<file path="config.mk">
export PLATFORM = sky130hd
export DESIGN_NAME = if_fetch_unit
export DESIGN_NICKNAME = d
export VERILOG_FILES = /design/src/rtl/if_fetch_unit.sv
export SDC_FILE = /design/constraint.sdc
export NUM_CORES = 1
export LEC_CHECK = 0
export CORE_ASPECT_RATIO = 0.6
export CORE_MARGIN = 3
export CORE_UTILIZATION = 45
export CTS_CLUSTER_DIAMETER = 80
export DETAILED_ROUTE_END_ITERATION = 7
export PLACE_DENSITY = 0.81
export REMOVE_ABC_BUFFERS = 1
export SLEW_MARGIN = 20
export SYNTH_ARGS = -nofsm -noshare
export SYNTH_HDL_FRONTEND = slang
export SYNTH_SLANG_ARGS = --single-unit
</file>
<file path="constraint.sdc">
create_clock -name clk -period 5.81 [get_ports clk]
set_input_delay 1.162 -clock clk [delete_from_list [all_inputs] [get_ports clk]]
set_output_delay 1.162 -clock clk [all_outputs]
set_load 0.005 [all_outputs]
</file>
<file path="src/rtl/if_fetch_unit.sv">
// Instruction fetch stage: owns the PC, fetches words from imem, feeds IF/ID.
// Latency: 0 cycles from imem_ready to delivery (combinational pass-through);
//          a word that lands during a freeze is held and delivered once freeze drops.
// Backpressure: freeze parks a returned word in inst_buf and suppresses requests;
//               a redirect with a fetch in flight drains that stale fetch first.
//
// Ports:
//   clk, rst          clock (rising edge) and asynchronous active-low reset
//   freeze            IF/ID will not capture this cycle
//   brTaken, brAddr   redirect request and its target
//   imem_req/addr     fetch request; address held stable until imem_ready
//   imem_ready/rdata  fetch completion and returned word
//   PC, instruction   delivered {address+4, word}; both 0 when nothing is delivered
//   instValid         1 when PC/instruction carry a real instruction
module if_fetch_unit #(
  parameter int                   WORD_LEN = 32,
  parameter logic [WORD_LEN-1:0]  RESET_PC = '0
) (
  input  logic                clk,
  input  logic                rst,
  input  logic                freeze,
  input  logic                brTaken,
  input  logic [WORD_LEN-1:0] brAddr,
  output logic                imem_req,
  output logic [WORD_LEN-1:0] imem_addr,
  input  logic                imem_ready,
  input  logic [WORD_LEN-1:0] imem_rdata,
  output logic [WORD_LEN-1:0] PC,
  output logic [WORD_LEN-1:0] instruction,
  output logic                instValid
);

  localparam logic [WORD_LEN-1:0] PC_STEP = WORD_LEN'(4);

  // FETCH: live request at pc_q.  HOLD: word parked in inst_buf_q, no request.
  // DRAIN: a fetch made stale by a redirect is still outstanding at drain_addr_q.
  typedef enum logic [1:0] {
    S_FETCH = 2'd0,
    S_HOLD  = 2'd1,
    S_DRAIN = 2'd2
  } state_e;

  state_e              state_q, state_d;
  logic [WORD_LEN-1:0] pc_q, pc_d;
  logic [WORD_LEN-1:0] drain_addr_q, drain_addr_d;
  logic [WORD_LEN-1:0] inst_buf_q, inst_buf_d;

  // State register
  always_ff @(posedge clk or negedge rst) begin
    if (!rst) begin
      state_q      <= S_FETCH;
      pc_q         <= RESET_PC;
      drain_addr_q <= '0;
      inst_buf_q   <= '0;
    end else begin
      state_q      <= state_d;
      pc_q         <= pc_d;
      drain_addr_q <= drain_addr_d;
      inst_buf_q   <= inst_buf_d;
    end
  end

  // Next-state logic; priority is brTaken > freeze > normal in every state.
  always_comb begin
    state_d      = state_q;
    pc_d         = pc_q;
    drain_addr_d = drain_addr_q;
    inst_buf_d   = inst_buf_q;
    unique case (state_q)
      S_FETCH: begin
        if (imem_ready) begin
          if (brTaken) begin
            pc_d = brAddr;                 // returned word is on the wrong path
          end else if (freeze) begin
            inst_buf_d = imem_rdata;
            state_d    = S_HOLD;
          end else begin
            pc_d = pc_q + PC_STEP;
          end
        end else if (brTaken) begin
          // The request cannot be withdrawn; remember its address so it stays
          // stable on imem_addr until the memory answers.
          drain_addr_d = pc_q;
          pc_d         = brAddr;
          state_d      = S_DRAIN;
        end
      end
      S_HOLD: begin
        if (brTaken) begin
          pc_d    = brAddr;
          state_d = S_FETCH;
        end else if (!freeze) begin
          pc_d    = pc_q + PC_STEP;
          state_d = S_FETCH;
        end
      end
      S_DRAIN: begin
        if (brTaken) pc_d = brAddr;        // latest redirect wins
        if (imem_ready) state_d = S_FETCH;
      end
      default: state_d = S_FETCH;
    endcase
  end

  // Outputs; everything is forced quiet while reset is asserted.
  logic deliver;

  always_comb begin
    imem_req    = 1'b0;
    imem_addr   = pc_q;
    deliver     = 1'b0;
    instruction = '0;
    PC          = '0;
    instValid   = 1'b0;
    unique case (state_q)
      S_FETCH: begin
        imem_req = rst;
        deliver  = rst && imem_ready && !brTaken && !freeze;
        if (deliver) instruction = imem_rdata;
      end
      S_HOLD: begin
        deliver = rst && !brTaken && !freeze;
        if (deliver) instruction = inst_buf_q;
      end
      S_DRAIN: begin
        imem_req  = rst;
        imem_addr = drain_addr_q;
      end
      default: ;
    endcase
    if (deliver) begin
      PC        = pc_q + PC_STEP;
      instValid = 1'b1;
    end
  end

endmodule

</file>
# After elaboration in Yosys (flattened, before gate mapping)
# Cells that the tools add are included.
# op_classes
n_bitwise	2
addsub	1
n_mux	21
n_eq_ne	7
n_reduce_logical	13
# ops
op	n
32-bit two-way mux	8
32-bit one-hot mux with 3 select lines	1
32-bit one-hot mux with 2 select lines	1
32-bit by 3-bit adder with 32-bit output (second input constant)	1
2-bit two-way mux	7
3-bit != test (second input constant)	4
2-bit one-hot mux with 3 select lines	1
1-bit logical AND	5
5-bit AND reduction	1
4-bit AND reduction	1
3-bit AND reduction	1
3-bit nonzero test	1
2-bit by 1-bit equality test with 1-bit output (second input constant)	1
2-bit equality test (second input constant)	1
1-bit zero test	2
2-bit zero test	1
1-bit two-way mux	2
2-bit != test (second input constant)	1
1-bit NOT	2
1-bit one-hot mux with 2 select lines	1
2-bit OR reduction	1
# totals
elab_cells	48
out_inout_bits	98
register_bits	98
inputBits	69

# Depth between registers and ports, before layout
# Gate-level depths: netlist of the first run.
# logic_depth
depth_word	5
mapped_depth	10
ltp_nobuf	7

# Least setup slack after synthesis of the first run
# OpenSTA, ideal clock, no wires.
# synth_timing
path_kind	input-to-output
startpoint	input brTaken
endpoint	output PC[22]
setup_slack_ps	2225
required_time_ps	4648
arrival_ps	2423
n_path_buf	3
cell_stages	7
path_cell_list	clkbuf_1 > nor2_1 > and4_1 > clkbuf_1 > nor2_1 > clkbuf_1 > nor2_1
# synth_via
elab_chain_cells	5
# synth_rtl
element	line	source
start, declared	22	input logic brTaken,
1-bit zero test *	118, 122	
1-bit logical AND, on equally long branches (2 in a row)	122, 118	
1-bit one-hot mux with 2 select lines *	115	unique case (state_q)
32-bit two-way mux *	131	if (deliver) begin
end, declared	28	output logic [WORD_LEN-1:0] PC,
# Mark *: on every way between the ends. The rest lies on a longest branch, timed or not.

# Worst setup path after layout of the first run
# layout_timing
startpoint	input freeze
endpoint	output PC[13]
# layout_via
elab_chain_cells	4
# layout_rtl
element	line	source
start, declared	21	input logic freeze,
1-bit zero test *	118, 122	
1-bit logical AND, on equally long branches	122, 118	
1-bit one-hot mux with 2 select lines *	115	
32-bit two-way mux *	131	
# Marked as above.

==> results of run 1 <==
## state kept, by name, indices dropped and copies added, names as in the netlist
| name | flops |
|---|---|
| pc_q | 32 |
| inst_buf_q | 32 |
| state_q | 2 |
| drain_addr_q | 32 |
## metal layers
layer | vias up | global-route usage (%) | part of all wire (%)
li1 | 2388 | - | -
met1 | 2600 | 33.5 | 46
met2 | 246 | 36.6 | 45
met3 | 20 | 5.72 | 7.6
met4 | 2 | 6.54 | 1.2
met5 | - | 0 | 0.11
## path summary, 6_finish.rpt
kind                                         end  depth (start not counted)             start  slack (ns)
worst max-delay path                      PC[13]                          8            freeze        0.93
worst min-delay path            drain_addr_q[11]                          2  drain_addr_q[11]        0.48
worst max register to register          pc_q[13]                          7        state_q[0]        2.35
worst min register to register  drain_addr_q[11]                          2  drain_addr_q[11]        0.48
max in group asynchronous       drain_addr_q[25]                          2               rst        3.81
min in group asynchronous         inst_buf_q[16]                          1               rst        0.76
## tightest hold or removal path: cells and delay by family (launching register included)
family	cells	cell delay, ns
compound gates	1	0.06
flops	1	0.34
simple gates	1	0.04
## logic make-up after synthesis
family / Yosys count / share of synthesized area [%]
DFF: 98 / 41.8
xor gates and xnor gates: 29 / 4.33
buffers and inverters: 64 / 4.65
adders and majority gates: 5 / 1.07
AOI/OAI and AO/OA: 125 / 15.2
muxes: 91 / 17.5
and+or+nand+nor: 172 / 15.5
## cell usage in the layout, fill, tap and decap left out, types with 2 or more instances in the layout
cell type and count:
clkdlybuf4s50_1 165, dfrtp_1 98, mux2_2 91, nor2_1 43, nand2_1 40, a22o_1 35, o21ai_0 32, nand3_1 19
xnor2_1 17, a21oi_1 17, inv_1 12, xor2_1 12, nand4_1 11, nor3_1 10, buf_4 10, nor2b_1 9
clkbuf_16 9, a221o_1 8, or3_1 7, and3_1 5, o311ai_0 5, a31oi_1 5, a21o_1 4, a22oi_1 4
nor3b_1 4, ha_1 4, and2_1 3, o211ai_1 3, clkinvlp_4 3, nor2_2 2, nand3_4 2, nor4_1 2
nand2b_1 2, o31ai_1 2, nand3b_1 2
## per-stage QoR
stage | setup slack [ns] | cell area (sq um) | total power [mW] | std cells | hold WS [ns]
final | 0.928 | 7890 | 3.60 | 888 | 0.481
after global routing | 0.798 | 7890 | 3.82 | 888 | 0.513
after CTS | 0.966 | 7890 | 3.60 | 888 | 0.487
after detailed placement | 0.975 | 7580 | 2.97 | 872 | 0.471
after global placement | 1.08 | 7580 | 2.89 | 872 | 0.462
after floorplan | 1.47 | 5640 | 2.21 | 532 | 0.450
## layout make-up
cell class	count	area share (%)
multi-input cells	422	40.0
repair buffers	175	21.9
clock inverters	6	0.840
inverters	12	0.571
clock buffers	10	3.03
well taps	165	2.62
flip-flops and latches	98	31.1
## power by group through the flow
stage / clock, mW / sequential [mW] / combinational [mW]
6_report: 0.614 / 1.36 / 1.63
5_1_grt: 0.653 / 1.40 / 1.77
4_1_cts: 0.625 / 1.35 / 1.63
3_5_place_dp: 0 / 1.35 / 1.61
3_3_place_gp: 0 / 1.32 / 1.57
2_1_floorplan: 0 / 1.25 / 0.956
==> results.tsv, run 1 <==
stage	metric	value	unit
worst_setup_path	start_kind	input port	
finish	antenna_cells	0	
timing	slew_headroom	29.9	%
clock_network	tritoncts	done	
floorplan	start_util	47.3	%
timing	final_max_slew_viol_count	0	
power	p_switching	1.33	mW
clock_network	cts_buffers	9	
floorplan	io_pins	167	
floorplan	die_h	94.5	um
synth	synth_cell_types	56	
timing	tns	0	ns
power	power_frac_comb	45.3	%
floorplan	core_area	12400	sq um
worst_setup_path	worstPathRequired	4.65	ns
clock_network	ctsHoldBuffers	0	
worst_setup_path	critPathSlowestCell	clkdlybuf4s50_1	
worst_setup_path	path_buf_inv	4	
synth	syn_area	5870	sq um
finish	fillers	1012	
placement	gp_congestion	0.860	
synth	netlist.area_leader.share	41.8	%
floorplan	core.rowCount	31	
power	p_sw_share	37.0	%
min_path	min-delay-path-class	reg -> reg	
worst_setup_path	crit_top_cell	clkdlybuf4s50_1	
drt	drt_pass1_iterations	5	
global_routing	grt_pass1_vias	5266	
power	p_leak	3.17	nW
timing	max_freq	0.205	GHz
synth	synth.most_common_cell	dfrtp_1	
synth	synth_edf_count	0	
worst_setup_path	end_kind	primary output	
finish	regArea	2450	sq um
finish	multi_input_area	3160	sq um
power	seq_power_share	37.7	%
clock_network	clock_path_buffers	2	
drt	drc	0	
synth	syn-instance-count	584	
worst_setup_path	critPathMaxFanout	12	
job	cap_viol_max_count	0	
floorplan	die_w	153	um
timing	skew	0.00927	ns
synth	synthTopCellsByArea	dfrtp_1, mux2_2, a22o_1	
timing	final-setup-viol-count	0	
global_routing	antenna_found_initial	1	
worst_setup_path	crit_type	in -> out	
timing	rsz0062_at_grt	no	
global_routing	grt_start_max_net_pins	68	
drt	avgRoutedWirePerCell	19.7	um
power	power.density	457	nW/um^2
global_routing	grt_pass1_wl	27700	um
timing	finalCritPeriodShare	84.0	%
clock_network	insertion_delay	0.35	ns
finish	syn2layout_area_growth	34.5	%
clock_network	cts_sinks	98	
power	ir_worst_vdd	0.243	mV
clock_network	cts-resized-gates	0	
global_routing	grt_use_total	23.7	%
synth	ys_warn_count	0	
finish	nets	792	
drt	drtIter0Drc	416	
outcome	status	complete, no violations	
placement	portBuffers	166	
drt	totalWireLength	17500	um
timing	fin_crit	4.88	ns
placement	dp_hpwl	12400	um
synth	synth.largest_area_cell	dfrtp_1	
synth	synth_common_cells	dfrtp_1, mux2_2, nor2_1, nand2_1, a22o_1	
worst_setup_path	crit_chain	clkdlybuf4s50_1 -> nor2_1 -> and4_1 -> nor2_2 -> buf_4 -> inv_1 -> and2_1 -> clkdlybuf4s50_1	
drt	num_vias	5256	
power	power.share.clock	17.0	%
timing	finalHoldViolCount	0	
worst_setup_path	arrival	3.72	ns
finish	drive_gt1_share	18.0	%
worst_setup_path	critPathTopFamily	buffers and inverters	
clock_network	htreeDepth	3	
floorplan	fp.dieArea	14500	sq um
worst_setup_path	critPathMaxStageDelay	0.64	ns
synth	synth_flop_cell	dfrtp_1	
synth	ys_seq_elements	98	
drt	antenna_left	0	
timing	worst_pin_slew	1.05	ns
power	p_int	2.27	mW
drt	vias_per_cell	5.92	
synth	syn_avg_cell_area	10.0	sq um
finish	utilization	63.6	%
synth	async_reset_ff_share	100	%
global_routing	grt_overflow	0	
clock_network	path_clk_slew	0.07	ns
clock_network	root_buffer	clkbuf_16	
synth	yosysSeqAreaShare	41.8	%
clock_network	cts_setup_buffers	0	
Note: power is estimated with default switching activity, not from simulation.
==> run 2, diff against run 1 <==
--- a/config.mk
+++ b/config.mk
@@ -7,10 +7,10 @@
 export LEC_CHECK = 0
 export CORE_ASPECT_RATIO = 0.6
 export CORE_MARGIN = 3
-export CORE_UTILIZATION = 45
+export CORE_UTILIZATION = 44
 export CTS_CLUSTER_DIAMETER = 80
 export DETAILED_ROUTE_END_ITERATION = 7
-export PLACE_DENSITY = 0.81
+export PLACE_DENSITY = 0.83
 export REMOVE_ABC_BUFFERS = 1
 export SLEW_MARGIN = 20
 export SYNTH_ARGS = -nofsm -noshare
==> constraint.sdc (replaced) <==
create_clock -name clk -period 4.1 [get_ports clk]
set_input_delay 0.82 -clock clk [delete_from_list [all_inputs] [get_ports clk]]
set_output_delay 0.82 -clock clk [all_outputs]
set_load 0.005 [all_outputs]
==> run 2 against run 1 <==
Net effect:
- global-route usage grew 0.19 points
- final cell count grew 1.2%
- clock power grew 26%
- critical path type unchanged
- sequential power increased by 40%
- largest cell class unchanged
- power is 41% higher
- sequential cell count unchanged
- routed wire length is 3.2% higher
- highest routed layer is now met4
- clock skew rose by 0.0014 ns
==> results.tsv, run 2 (synthesis gave the netlist of run 1 again) <==
stage	metric	value	unit	change
outcome	status	complete, no violations		unchanged
drt	drt_pass1_iterations	7		was 5
clock_network	path_clk_slew	0.07	ns	about the same
clock_network	clock_path_buffers	2		unchanged
drt	totalWireLength	18000	um	was 17500 um
power	p_sw_share	37.1	%	was 37.0%
drt	drtIter0Drc	448		was 416
worst_setup_path	start_kind	input port		unchanged
timing	finalCritPeriodShare	95.5	%	
power	p_leak	3.22	nW	was 3.17 nW
timing	final_max_slew_viol_count	0		unchanged
timing	finalHoldViolCount	0		unchanged
placement	dp_hpwl	13100	um	was 12400 um
floorplan	core.rowCount	31		unchanged
timing	max_freq	0.255	GHz	
timing	final-setup-viol-count	0		unchanged
drt	num_vias	5307		was 5256
drt	avgRoutedWirePerCell	20.1	um	was 19.7 um
worst_setup_path	worstPathRequired	3.28	ns	was 4.65 ns
clock_network	htreeDepth	3		unchanged
power	power.density	637	nW/um^2	was 457 nW/um^2
timing	fin_crit	3.91	ns	
floorplan	io_pins	167		unchanged
worst_setup_path	rrSetupSlack	1.01	ns	was 2.35 ns
global_routing	grt_pass1_wl	27800	um	was 27700 um
clock_network	cts-resized-gates	1		was 0
placement	gp_congestion	0.836		was 0.860
power	p_switching	1.88	mW	was 1.33 mW
finish	nets	805		was 792
clock_network	cts_setup_buffers	0		unchanged
clock_network	root_buffer	clkbuf_16		unchanged
timing	worst_pin_slew	0.856	ns	was 1.05 ns
job	cap_viol_max_count	0		unchanged
min_path	min_from	drain_addr_q[11]		unchanged
floorplan	die_w	155	um	was 153 um
floorplan	start_util	46.8	%	was 47.3%
drt	drc	0		unchanged
global_routing	grt_overflow	0		unchanged
finish	final_cell_mix	clkdlybuf4s50_1, dfrtp_1, mux2_2		unchanged
power	seq_power_share	37.4	%	was 37.7%
finish	final_common_cell	clkdlybuf4s50_1		unchanged
min_path	whs_path_depth	2		unchanged
finish	fillers	1013		was 1012
finish	syn2layout_area_growth	35.6	%	was 34.5%
worst_setup_path	r2r_cells	7		unchanged
power	p_int	3.19	mW	was 2.27 mW
finish	drive_gt1_share	18.9	%	was 18.0%
timing	slew_headroom	42.9	%	was 29.9%
drt	antenna_left	0		unchanged
drt	vias_per_cell	5.90		was 5.92
worst_setup_path	arrival	3.09	ns	was 3.72 ns
min_path	holdPathEnd	drain_addr_q[11]		unchanged
min_path	min-delay-path-class	reg -> reg		unchanged
worst_setup_path	r2r-start	state_q[0]		unchanged
finish	antenna_cells	0		unchanged
clock_network	cts_sinks	98		unchanged
global_routing	grt_start_max_net_pins	66		was 68
timing	tns	0	ns	unchanged
worst_setup_path	end_kind	primary output		unchanged
global_routing	antenna_found_initial	0		was 1
worst_setup_path	r2r-end	pc_q[27]		was pc_q[13]
clock_network	ctsHoldBuffers	0		unchanged
power	ir_worst_vdd	0.350	mV	was 0.243 mV
placement	portBuffers	166		unchanged
power	power.share.clock	15.3	%	was 17.0%
timing	skew	0.0107	ns	was 0.00927 ns
global_routing	grt_pass1_vias	5194		was 5266
floorplan	fp.dieArea	14800	sq um	was 14500 sq um
global_routing	grt_use_total	23.9	%	was 23.7%
timing	rsz0062_at_grt	no		unchanged
floorplan	core_area	12500	sq um	was 12400 sq um
clock_network	insertion_delay	0.34	ns	was 0.35 ns
finish	utilization	63.5	%	was 63.6%
timing	fin_ws	0.186	ns	was 0.928 ns
worst_setup_path	critPathMaxFanout	21		was 12
finish	reg.largest.list	drain_addr_q x32, inst_buf_q x32, pc_q x32		unchanged
clock_network	tritoncts	done		unchanged
power	power_frac_comb	47.3	%	was 45.3%
worst_setup_path	crit_type	in -> out		unchanged
floorplan	die_h	95.5	um	was 94.5 um
clock_network	cts_buffers	9		unchanged
placement	pre_cts_ws	-0.177	ns	was 0.975 ns
power	power	5.07	mW	was 3.60 mW
## run 2: layout make-up
| type | instances | area [sq um] | area share, % |
|---|---|---|---|
| clock buffer | 11 | 243 | 3.05 |
| multi-input combinational | 422 | 3160 | 39.7 |
| inverter | 12 | 45.0 | 0.566 |
| sequential | 98 | 2450 | 30.8 |
| tap | 165 | 206 | 2.59 |
| clock inverter | 3 | 17.5 | 0.220 |
| timing repair buffer | 188 | 1840 | 23.1 |
## run 2: worst max-delay path, cell delays in order
cell and delay (ns):
clkdlybuf4s50_1 0.49, nor2_1 0.09, and4_1 0.25, nor2_4 0.48, buf_4 0.30, inv_1 0.06, and2_1 0.14, clkdlybuf4s50_1 0.45
## run 2: how the worst max path moves through the flow
stage | depth (start not counted) | to | slack [ns] | start
floorplan | 5 | PC[13] | 0.44 | freeze
global placement | 8 | PC[13] | -0.04 | freeze
detailed placement | 8 | PC[13] | -0.18 | brTaken
CTS | 8 | PC[13] | 0.14 | freeze
global route | 8 | PC[13] | 0.01 | brTaken
finish | 8 | PC[13] | 0.19 | freeze
## run 2: per-layer routing
metal	up-vias	GRT usage, %	share of wire (%)
li1	2415	-	-
met1	2616	34.5	46
met2	255	36.6	45
met3	21	5.17	7.7
met4	0	6.10	1.5
met5	-	0	0
## run 2: stage by stage
stage	hold slack (ns)	std cells	area, sq um
after global routing	0.516	899	7960
final	0.483	899	7960
after floorplan	0.450	532	5640
after global placement	0.464	885	7690
after detailed placement	0.472	885	7690
after CTS	0.488	899	7960
## run 2: power groups by stage
stage	combinational (mW)	sequential, mW	clock [mW]
floorplan	1.35	1.77	0
global placement	2.32	1.85	0
detailed placement	2.38	1.90	0
CTS	2.40	1.89	0.787
global route	2.61	1.97	0.829
finish	2.40	1.90	0.773
==> run 3, diff against run 2 <==
--- a/config.mk
+++ b/config.mk
@@ -7,11 +7,12 @@
 export LEC_CHECK = 0
 export CORE_ASPECT_RATIO = 0.6
 export CORE_MARGIN = 3
-export CORE_UTILIZATION = 44
+export CORE_UTILIZATION = 30
 export CTS_CLUSTER_DIAMETER = 80
 export DETAILED_ROUTE_END_ITERATION = 7
-export PLACE_DENSITY = 0.83
+export PLACE_DENSITY = 0.62
 export REMOVE_ABC_BUFFERS = 1
+export SETUP_SLACK_MARGIN = 0.5
 export SLEW_MARGIN = 20
 export SYNTH_ARGS = -nofsm -noshare
 export SYNTH_HDL_FRONTEND = slang
==> run 3 against run 2 <==
Net effect:
- combinational power hardly changed
- clock-buffer cell count is 1 lower
- global-route usage is 7.4 points lower
- critical path depth stayed put
- power is 2.2% higher
==> results.tsv, run 3 (synthesis gave the netlist of run 1 again) <==
stage	metric	value	unit	change
worst_setup_path	r2r_cells	9		was 7
drt	antenna_left	0		unchanged
floorplan	core.rowCount	38		was 31
power	power.density	630	nW/um^2	was 637 nW/um^2
min_path	min-delay-path-class	reg -> reg		unchanged
timing	finalCritPeriodShare	85.1	%	was 95.5%
global_routing	grt_use_total	16.5	%	was 23.9%
worst_setup_path	r2r-start	state_q[0]		unchanged
timing	worst_pin_slew	0.885	ns	was 0.856 ns
power	ir_worst_vdd	0.263	mV	was 0.350 mV
finish	drive_gt1_share	22.3	%	was 18.9%
worst_setup_path	critPathTopFamily	simple AND/OR/NAND/NOR gates		was buffers and inverters
clock_network	path_clk_slew	0.08	ns	was 0.07 ns
floorplan	start_util	31.5	%	was 46.8%
placement	dp_hpwl	12900	um	was 13100 um
worst_setup_path	start_kind	register		was input port
drt	totalWireLength	17700	um	was 18000 um
floorplan	die_h	114	um	was 95.5 um
finish	final_cell_mix	clkdlybuf4s50_1, mux2_2, dfrtp_1		was clkdlybuf4s50_1, dfrtp_1, mux2_2
worst_setup_path	path_buf_inv	2		was 4
finish	fillers	1826		was 1013
clock_network	root_buffer	clkbuf_16		unchanged
timing	skew	0.0137	ns	was 0.0107 ns
global_routing	grt_pass1_wl	28100	um	was 27800 um
worst_setup_path	endpoint	PC[28]		was PC[13]
worst_setup_path	critPathSlowestCell	clkdlybuf4s50_1		unchanged
placement	portBuffers	166		unchanged
finish	antenna_cells	0		unchanged
worst_setup_path	critPathMaxFanout	6		was 21
timing	finalHoldViolCount	0		unchanged
worst_setup_path	r2r-end	pc_q[26]		was pc_q[27]
timing	fin_crit	3.49	ns	was 3.91 ns
outcome	status	complete, no violations		unchanged
placement	gp_congestion	0.814		was 0.836
job	cap_viol_max_count	0		unchanged
finish	reg.largest.list	drain_addr_q x32, inst_buf_q x32, pc_q x32		unchanged
floorplan	core_area	18600	sq um	was 12500 sq um
floorplan	die_w	187	um	was 155 um
worst_setup_path	cp.depth	8		unchanged
worst_setup_path	arrival	2.67	ns	was 3.09 ns
global_routing	antenna_found_initial	0		unchanged
clock_network	cts_buffers	9		unchanged
clock_network	cts_sinks	98		unchanged
timing	tns	0	ns	unchanged
worst_setup_path	end_kind	primary output		unchanged
global_routing	grt_pass1_vias	5097		was 5194
finish	final_common_cell	clkdlybuf4s50_1		unchanged
timing	whs	0.483	ns	about the same
worst_setup_path	timing.critical_path.from	pc_q[3]		was freeze
finish	nets	808		was 805
drt	drt_pass1_iterations	5		was 7
clock_network	clock_path_buffers	2		unchanged
worst_setup_path	critPathMaxStageDelay	0.51	ns	was 0.49 ns
drt	vias_per_cell	5.07		was 5.90
power	power.share.clock	16.9	%	was 15.3%
power	p_int	3.29	mW	was 3.19 mW
timing	final-setup-viol-count	0		unchanged
timing	final_max_slew_viol_count	0		unchanged
clock_network	ctsHoldBuffers	0		unchanged
timing	rsz0062_at_grt	no		unchanged
power	p_sw_share	36.5	%	was 37.1%
clock_network	tritoncts	done		unchanged
global_routing	grt_overflow	0		unchanged
clock_network	htreeDepth	3		unchanged
worst_setup_path	crit_type	reg -> out		was in -> out
timing	slew_headroom	41.0	%	was 42.9%
power	power	5.18	mW	was 5.07 mW
drt	num_vias	5066		was 5307
power	p_leak	3.26	nW	was 3.22 nW
worst_setup_path	rrSetupSlack	1.47	ns	was 1.01 ns
power	p_switching	1.89	mW	was 1.88 mW
worst_setup_path	worstPathRequired	3.28	ns	about the same
clock_network	insertion_delay	0.35	ns	was 0.34 ns
drt	drc	0		unchanged
power	power_frac_comb	46.2	%	was 47.3%
drt	drtIter0Drc	341		was 448
timing	max_freq	0.287	GHz	was 0.255 GHz
power	seq_power_share	36.9	%	was 37.4%
worst_setup_path	crit_chain	ha_4 -> nand4_4 -> nor4_2 -> buf_4 -> nand4_1 -> xor2_1 -> nor2_1 -> clkdlybuf4s50_1		was clkdlybuf4s50_1 -> nor2_1 -> and4_1 -> nor2_4 -> buf_4 -> inv_1 -> and2_1 -> clkdlybuf4s50_1
floorplan	fp.dieArea	21300	sq um	was 14800 sq um
floorplan	io_pins	167		unchanged
finish	syn2layout_area_growth	40.1	%	was 35.6%
drt	avgRoutedWirePerCell	17.7	um	was 20.1 um
global_routing	grt_start_max_net_pins	69		was 66
run 3: power groups by stage:
stage	Combinational (mW)	Clock, mW	Sequential, mW
6_report	2.39	0.876	1.91
4_1_cts	2.37	0.904	1.90
5_1_grt	2.62	0.941	1.99
2_1_floorplan	1.35	0	1.77
3_3_place_gp	2.30	0	1.90
3_5_place_dp	2.33	0	1.91
run 3: metal layers:
metal	GRT usage (%)	vias up	routed length, um
li1	-	2414	-
met2	25.0	159	7780
met4	2.42	0	110
met3	3.85	11	1120
met5	0	-	0
met1	24.4	2482	8680
run 3: stage by stage:
stage / std cells / cell area [sq um] / utilization [%] / setup WS, ns
6_report: 999 / 8220 / 44.1 / 0.613
5_1_grt: 999 / 8220 / 44.1 / 0.496
4_1_cts: 993 / 8120 / 43.6 / 0.481
3_5_place_dp: 976 / 7780 / 41.7 / 0.436
3_3_place_gp: 976 / 7780 / 41.7 / 0.553
2_1_floorplan: 532 / 5640 / - / 0.443
run 3: layout make-up:
class / count / area [sq um] / share of cell area [%]
Clock buffer: 10 / 239 / 2.91
Tap cell: 260 / 325 / 3.96
Clock inverter: 6 / 65.1 / 0.791
Inverter: 12 / 45.0 / 0.548
Timing Repair Buffer: 191 / 1880 / 22.9
Multi-Input combinational cell: 422 / 3200 / 38.9
Sequential cell: 98 / 2470 / 30.0
run 3: worst min path at each step:
stage                           startpoint  slack [ns]  cells past startpoint          endpoint
final                      drain_addr_q[7]        0.48                      2   drain_addr_q[7]
after global routing      drain_addr_q[17]        0.52                      1  drain_addr_q[17]
after CTS                  drain_addr_q[7]        0.49                      2   drain_addr_q[7]
after global placement     drain_addr_q[7]        0.46                      2   drain_addr_q[7]
after floorplan           drain_addr_q[11]        0.45                      2  drain_addr_q[11]
after detailed placement   drain_addr_q[7]        0.47                      2   drain_addr_q[7]
run 3: tightest hold or removal path: stages (launching register included):
cell and delay (ns):
dfrtp_1 0.35, nand2_1 0.05, o21ai_0 0.06
run 3: what timing repair did:
action                                  CTS  global route
endpoints found under the setup margin   39            47
gates resized for setup                   9            21
buffers inserted                          1             6
pin swaps                                 0             3
